File: src/rtl/match_filter_tx.sv
// Chip-sequence transmitter: replays a stored I/Q chip pattern as +/-A samples.
// Optional MFTX_REPEAT_EN: word 1 [11:8] selects R extra back-to-back passes.
module match_filter_tx #(
  parameter int SAMPLE_W = 16
) (
  input  logic                       clk,
  input  logic                       reset,
  input  logic                       txstrobe,
  input  logic                       start,
  input  logic [31:0]                cdata,
  input  logic [3:0]                 cstate,
  input  logic                       cwrite,
  output logic signed [SAMPLE_W-1:0] tx_i,
  output logic signed [SAMPLE_W-1:0] tx_q,
  output logic                       tx_valid,
  output logic                       busy,
  output logic                       done,
  output logic [15:0]                debugbus
);

  typedef enum logic [1:0] {
    IDLE   = 2'd0,
    FETCH  = 2'd1,
    SEND   = 2'd2,
    FINISH = 2'd3
  } state_t;

  state_t state, state_nx;

  logic [31:0] mem [16];
  logic [14:0] amp;
  logic [7:0]  n_chips;
  logic [7:0]  idx;
  logic [3:0]  rep_cnt;
  logic [3:0]  rep_ld;
  logic [31:0] cur_i;
  logic [31:0] cur_q;
  logic        pend;

  logic [7:0]  n_raw;
  logic [7:0]  n_ld;
  logic [3:0]  wi;
  logic [1:0]  st;
  logic        accept;
  logic        fire;
  logic        more;

  logic signed [SAMPLE_W-1:0] pos;
  logic signed [SAMPLE_W-1:0] neg;

  assign n_raw = mem[1][7:0];
  assign n_ld  = (n_raw > 8'd224) ? 8'd224 : n_raw;
  assign wi    = {idx[7:5], 1'b0} + 4'd2;
  assign pos   = SAMPLE_W'({1'b0, amp});
  assign neg   = -pos;
  assign more  = (rep_cnt != 4'd0);
  assign st    = state;

`ifdef MFTX_REPEAT_EN
  assign rep_ld = mem[1][11:8];
`else
  assign rep_ld = 4'd0;
`endif

  // Store has no reset so configuration survives an aborted sequence
  always_ff @(posedge clk) begin
    if (state == IDLE && cwrite) begin
      mem[cstate] <= cdata;
    end
  end

  always_ff @(posedge clk or negedge reset) begin
    if (!reset) begin
      state <= IDLE;
    end else begin
      state <= state_nx;
    end
  end

  always_comb begin
    state_nx = state;
    accept   = 1'b0;
    fire     = 1'b0;
    busy     = 1'b1;
    done     = 1'b0;
    unique case (state)
      IDLE: begin
        busy = 1'b0;
        if (start && !cwrite) begin
          accept   = 1'b1;
          state_nx = FETCH;
        end
      end
      FETCH: begin
        state_nx = (n_chips == 8'd0) ? FINISH : SEND;
      end
      SEND: begin
        if (txstrobe || pend) begin
          fire = 1'b1;
          if (idx == 8'd0) begin
            state_nx = more ? FETCH : FINISH;
          end else if (idx[4:0] == 5'd0) begin
            state_nx = FETCH;
          end
        end
      end
      FINISH: begin
        done     = 1'b1;
        state_nx = IDLE;
      end
      default: state_nx = IDLE;
    endcase
  end

  always_ff @(posedge clk or negedge reset) begin
    if (!reset) begin
      amp      <= '0;
      n_chips  <= '0;
      idx      <= '0;
      rep_cnt  <= '0;
      cur_i    <= '0;
      cur_q    <= '0;
      pend     <= 1'b0;
      tx_i     <= '0;
      tx_q     <= '0;
      tx_valid <= 1'b0;
    end else begin
      tx_valid <= fire;
      // A strobe landing during FETCH is held for the first SEND cycle
      pend     <= (state == FETCH) && (pend || txstrobe);
      if (accept) begin
        amp     <= mem[0][14:0];
        n_chips <= n_ld;
        idx     <= (n_ld == 8'd0) ? 8'd0 : n_ld - 8'd1;
        rep_cnt <= rep_ld;
      end
      if (state == FETCH) begin
        cur_i <= mem[wi];
        cur_q <= mem[{wi[3:1], 1'b1}];
      end
      if (fire) begin
        tx_i <= cur_i[idx[4:0]] ? pos : neg;
        tx_q <= cur_q[idx[4:0]] ? pos : neg;
        if (idx == 8'd0) begin
          if (more) begin
            rep_cnt <= rep_cnt - 4'd1;
            idx     <= n_chips - 8'd1;
          end
        end else begin
          idx <= idx - 8'd1;
        end
      end
      if (state == FINISH) begin
        tx_i <= '0;
        tx_q <= '0;
      end
    end
  end

  assign debugbus = {busy, done, tx_valid, st, idx, 3'b000};

endmodule

File: config.mk
export PLATFORM = sky130hd
export DESIGN_NAME = match_filter_tx
export DESIGN_NICKNAME = d
export VERILOG_FILES = /design/src/rtl/match_filter_tx.sv
export SDC_FILE = /design/constraint.sdc
export NUM_CORES = 1
export LEC_CHECK = 0
export CORE_AREA = 3 3 222 224
export CTS_CLUSTER_SIZE = 8
export DETAILED_ROUTE_END_ITERATION = 8
export DIE_AREA = 0 0 225 227
export PLACE_DENSITY_LB_ADDON = 0.08
export SYNTH_ARGS = -nofsm -noshare
export SYNTH_HDL_FRONTEND = slang
export SYNTH_SLANG_ARGS = --single-unit
export TNS_END_PERCENT = 20
File: constraint.sdc
create_clock -name clk -period 8.6 [get_ports clk]
set_input_delay 2.58 -clock clk [delete_from_list [all_inputs] [get_ports clk]]
set_output_delay 2.58 -clock clk [all_outputs]
set_load 0.01 [all_outputs]
Word level (Yosys, flattened, before mapping)
Memories as Yosys holds them, arrays and structs flattened. A register that Yosys moved wholly into a read port is not among the register bits.
Cells that the tools add are included.
- register bits: 56
- RAM bits: 512
- bits of input ports: 41
- output and inout bits: 51
- word-level logic and storage cells: 74
- memories: 1
- memory list (memory ; words ; bits a word ; read ports ; clocked after Yosys merged registers in ; write ports ; RTL line ; source):
    mem ; 16 ; 32 ; 4 ; 3 ; 1 ; 30 ; logic [31:0] mem [16];
- add/subtract/negate cells: 6
- $lt $le $gt $ge: 2
- equality and inequality tests: 6
- mux-type cells: 35
- reductions and logical operators: 16
- operators with widths (kind ; number):
    $mux 16 ; 6
    $mux 8 ; 6
    $logic_not 8->1 ; 3
    $sub 8x1->8 const B ; 3
    $mux 4 ; 4
    $neg 15->16 ; 1
    $mux 1 ; 11
    $bmux 1 s5 ; 2
    $mux 2 ; 5
    $gt 8x8->1 const B ; 1
    $pmux 2 s4 ; 1
    $lt 5x6->1 const B ; 1
    $logic_not 5->1 ; 1
    $add 4x2->4 const B ; 1
    $eq 2x2->1 const B ; 2
    $logic_not 1->1 ; 4
    $reduce_bool 4->1 ; 1
    $sub 4x1->4 const B ; 1
    $logic_and 1x1->1 ; 3
    $ne 3x3->1 const B ; 1
    $reduce_and 3->1 ; 1
    $eq 2x1->1 const B ; 1
    $logic_not 2->1 ; 1
    $ne 2x1->1 const B ; 1
    other kinds (3) ; 3

Longest topological paths before layout
An unclocked memory read counts as a cell.
- depth in word-level cells: 9
- mapped depth: 11
- depth with buffers taken out: 8

Least setup slack after synthesis
No wires, ideal clock.
- path type: input to register
- start: in cstate[3]
- end: mem mem[0][0] (enable)
- library setup time: 461 ps
- arrival: 5221 ps
- data required time: 8139 ps
- setup slack: 2918 ps
- cell stages on the path: 2
- buffers on the path: 0
- cell sequence: or3_1 -> nor3_1
- RTL lines (element ; RTL line ; source):
    start: declaration ; 11 ; input logic [3:0] cstate,
    end: declaration ; 30 ;
Straight into the memory's write port.

Worst setup path in the final report
- start: reg idx[5]
- end: out debugbus[8]
- RTL lines (element ; RTL line ; source):
    start: declaration ; 33 ; logic [7:0] idx;
    start signal: assignment ; 134 ; idx <= (n_ld == 8'd0) ? 8'd0 : n_ld - 8'd1;
    start signal: assignment ; 147 ; idx <= n_chips - 8'd1;
    start signal: assignment ; 150 ; idx <= idx - 8'd1;
    end: declaration ; 18 ; output logic [15:0] debugbus
No word-level cell between the ends.

==> impl_metrics.env <==
export IMPL_grt_pass1_wl_mm=89.2
export IMPL_rrSetupSlack_ps=3960
export IMPL_cts_root_buffer="clkbuf_16"
export IMPL_maxSlewViolCount=0
export IMPL_synth_cells=1479
export IMPL_vias_per_cell=6.04
export IMPL_wl_per_cell_microns=25.2
export IMPL_synth_top_area_share_pct=59.1
export IMPL_fin_crit_ps=5250
export IMPL_finalHoldViolCount=0
export IMPL_synth_edf_count=512
export IMPL_drive_gt1_share_pct=18.7
export IMPL_status="finished, final reports clean"
export IMPL_drt_first_pass_iters=5
export IMPL_rows=80
export IMPL_setup_viol=0
export IMPL_cts_num_sinks=646
export IMPL_ant_nets=0
export IMPL_portBuffers=88
export IMPL_worst_skew_pair_late_latency_ps=620
export IMPL_synthTopCellsByCount="512 x edfxtp_1, 134 x dfrtp_1, 128 x mux4_2"
export IMPL_tightest_slew_ps=1190
export IMPL_cts_inserted_buffers=90
export IMPL_cts_path_max_buffers=3
export IMPL_total_power_mw=10.3
export IMPL_post_route_period_util_pct=61.0
export IMPL_synth_area_sq_mm=0.0260
export IMPL_vdd_ir_drop_max_mv=0.185
export IMPL_finalClockSkew_ps=24.4
export IMPL_worstSetupPathType="flop to primary output"
export IMPL_p_leak_nw=10.3
export IMPL_cp_max_fo=30
export IMPL_yosysWarnings=0
export IMPL_layout_nets=1650
export IMPL_vias=13800
export IMPL_ys_ff_latch=646
export IMPL_die_w_microns=225
export IMPL_grt_max_degree=119
export IMPL_cts_tree="built"
export IMPL_drc_errors=0
export IMPL_drtIter0Drc=1177
export IMPL_cp_end_kind="primary output"
export IMPL_clk_pin_slew_ps=50
export IMPL_post_synth_top_count_cell="edfxtp_1"
export IMPL_num_fill_cells=3369
export IMPL_cellPowerDensity_mw_per_mm2=340
export IMPL_worstPathRequired_ps=6020
export IMPL_cts_resized=0
export IMPL_yosysTopAreaCell="edfxtp_1"
export IMPL_num_antenna_cells=0
export IMPL_postCtsSetupBuffers=0
export IMPL_tns_ps=0
export IMPL_fmaxAchievable_mhz=191
export IMPL_core_sq_mm=0.0475
export IMPL_rsz0062_at_grt="false"
export IMPL_avgSynthCellArea_sq_um=17.6
export IMPL_die_y_microns=227
export IMPL_htreeDepth=3
export IMPL_io_pins=92
export IMPL_start_kind="flop"
export IMPL_gp_congestion=0.790
export IMPL_grt_usage_pct=23.5
export IMPL_fin_util_pct=63.7
export IMPL_grt_pass1_vias=14500
export IMPL_ctsHoldBuffers=0
export IMPL_relSlewSlack_pct=20.6
export IMPL_ys_types=58
export IMPL_hp_class="flop to flop"
export IMPL_wirelength_mm=57.6
export IMPL_ys_seq_area_share_pct=72.0
export IMPL_antenna_found_initial=0
export IMPL_die_area_sq_mm=0.0511
export IMPL_post_dp_hpwl_mm=32.8
export IMPL_start_util_pct=54.7
export IMPL_async_reset_ff_share_pct=20.7
export IMPL_synthTopCellsByArea="edfxtp_1 59%, dfrtp_1 13%, mux4_2 11%"
export IMPL_ys_flop_type="edfxtp_1"
export IMPL_crit_arrival_ps=2670
export IMPL_gr_total_overflow=0
export IMPL_maxCapViolCount=0
export IMPL_syn_to_final_growth_pct=16.5
## critical path, stage by stage (launching register included)
cell and delay [ps]:
dfrtp_4 760, buf_4 620, clkdlybuf4s50_1 660
## through the flow
step | hold WS (ps) | area (sq um) | setup WS (ps) | instances
2_1_floorplan | 442 | 26000 | 2920 | 1481
4_1_cts | 476 | 30300 | 3240 | 2289
5_1_grt | 496 | 30300 | 3140 | 2289
3_3_place_gp | 457 | 27600 | 3520 | 2123
6_report | 470 | 30300 | 3350 | 2289
3_5_place_dp | 464 | 27600 | 3520 | 2123
## routing by layer
layer	vias up	GRT usage, %	share of wire (%)
li1	6124	-	-
met1	7242	32.2	43
met2	385	39.5	50
met3	85	4.89	5.3
met4	0	5.76	1.9
met5	-	0	0
## final timing paths
| check | start | endpoint | cells after the start |
|---|---|---|---|
| setup / recovery | idx[5]$_DFF_PN0_ | debugbus[8] | 2 |
| hold / removal | cur_i[20]$_DFFE_PN0P_ | cur_i[20]$_DFFE_PN0P_ | 2 |
| setup reg to reg | idx[5]$_DFF_PN0_ | cur_i[19]$_DFFE_PN0P_ | 8 |
| hold reg to reg | cur_i[20]$_DFFE_PN0P_ | cur_i[20]$_DFFE_PN0P_ | 2 |
| max in group asynchronous | reset | idx[5]$_DFF_PN0_ | 2 |
| min in group asynchronous | reset | tx_q[14]$_DFFE_PN0P_ | 1 |
## cells by family after synthesis
logic type                 count (synthesis)  share of synthesized area [%]
and+or+nand+nor                          269                           5.03
AOI/OAI and AO/OA                        196                           4.73
adders and majority gates                  9                          0.433
xor gates and xnor gates                  13                          0.438
other                                      1                         0.0144
muxes                                    239                           15.5
buffers and inverters                    106                           1.85
DFF                                      646                           72.0
## power by group
part	switching, mW	internal, mW
Clock	1.27	2.00
Combinational	1.62	1.38
Sequential	0.308	3.72
## layout by cell type (no fill, tap or decap), types with 4 or more instances in the layout
master / n
clkbuf_1: 68
nor3b_1: 6
clkbuf_16: 91
edfxtp_1: 512
nor3_1: 14
o21ai_0: 86
mux2_2: 22
mux4_2: 128
nand2b_1: 4
a22oi_1: 19
nand4_1: 4
a32oi_1: 11
o21ai_1: 4
a31oi_1: 9
a21oi_1: 14
or3_1: 4
dfrtp_1: 132
ha_1: 8
a211oi_1: 5
nor2_1: 24
buf_4: 31
nor2_4: 13
inv_1: 14
o31a_1: 4
a21o_1: 7
nand2_1: 116
o22ai_1: 4
mux2i_1: 89
nor3_2: 6
xnor2_1: 9
nor2b_1: 8
and2_1: 4
o211ai_1: 20
and3_1: 5
nand3_1: 41
clkdlybuf4s50_1: 87
## state kept, by name (all words and copies together), names as in the netlist
| signal | flops |
|---|---|
| cur_q | 32 |
| tx_i | 16 |
| n_chips | 8 |
| cur_i | 32 |
| tx_q | 15 |
| rep_cnt | 4 |
| mem | 512 |
| pend | 1 |
| amp | 15 |
| idx | 8 |
| st | 2 |
| tx_valid | 1 |
## cell type report
class | count | area [sq um] | share of cell area, %
repair buffers | 119 | 1110 | 3.68
clock buffers | 160 | 2550 | 8.41
clock inverters | 6 | 114 | 0.376
well taps | 615 | 769 | 2.54
multi-input cells | 729 | 6950 | 23.0
flip-flops and latches | 646 | 18700 | 61.9
inverters | 14 | 52.6 | 0.174
Note: power is estimated with default switching activity, not from simulation.
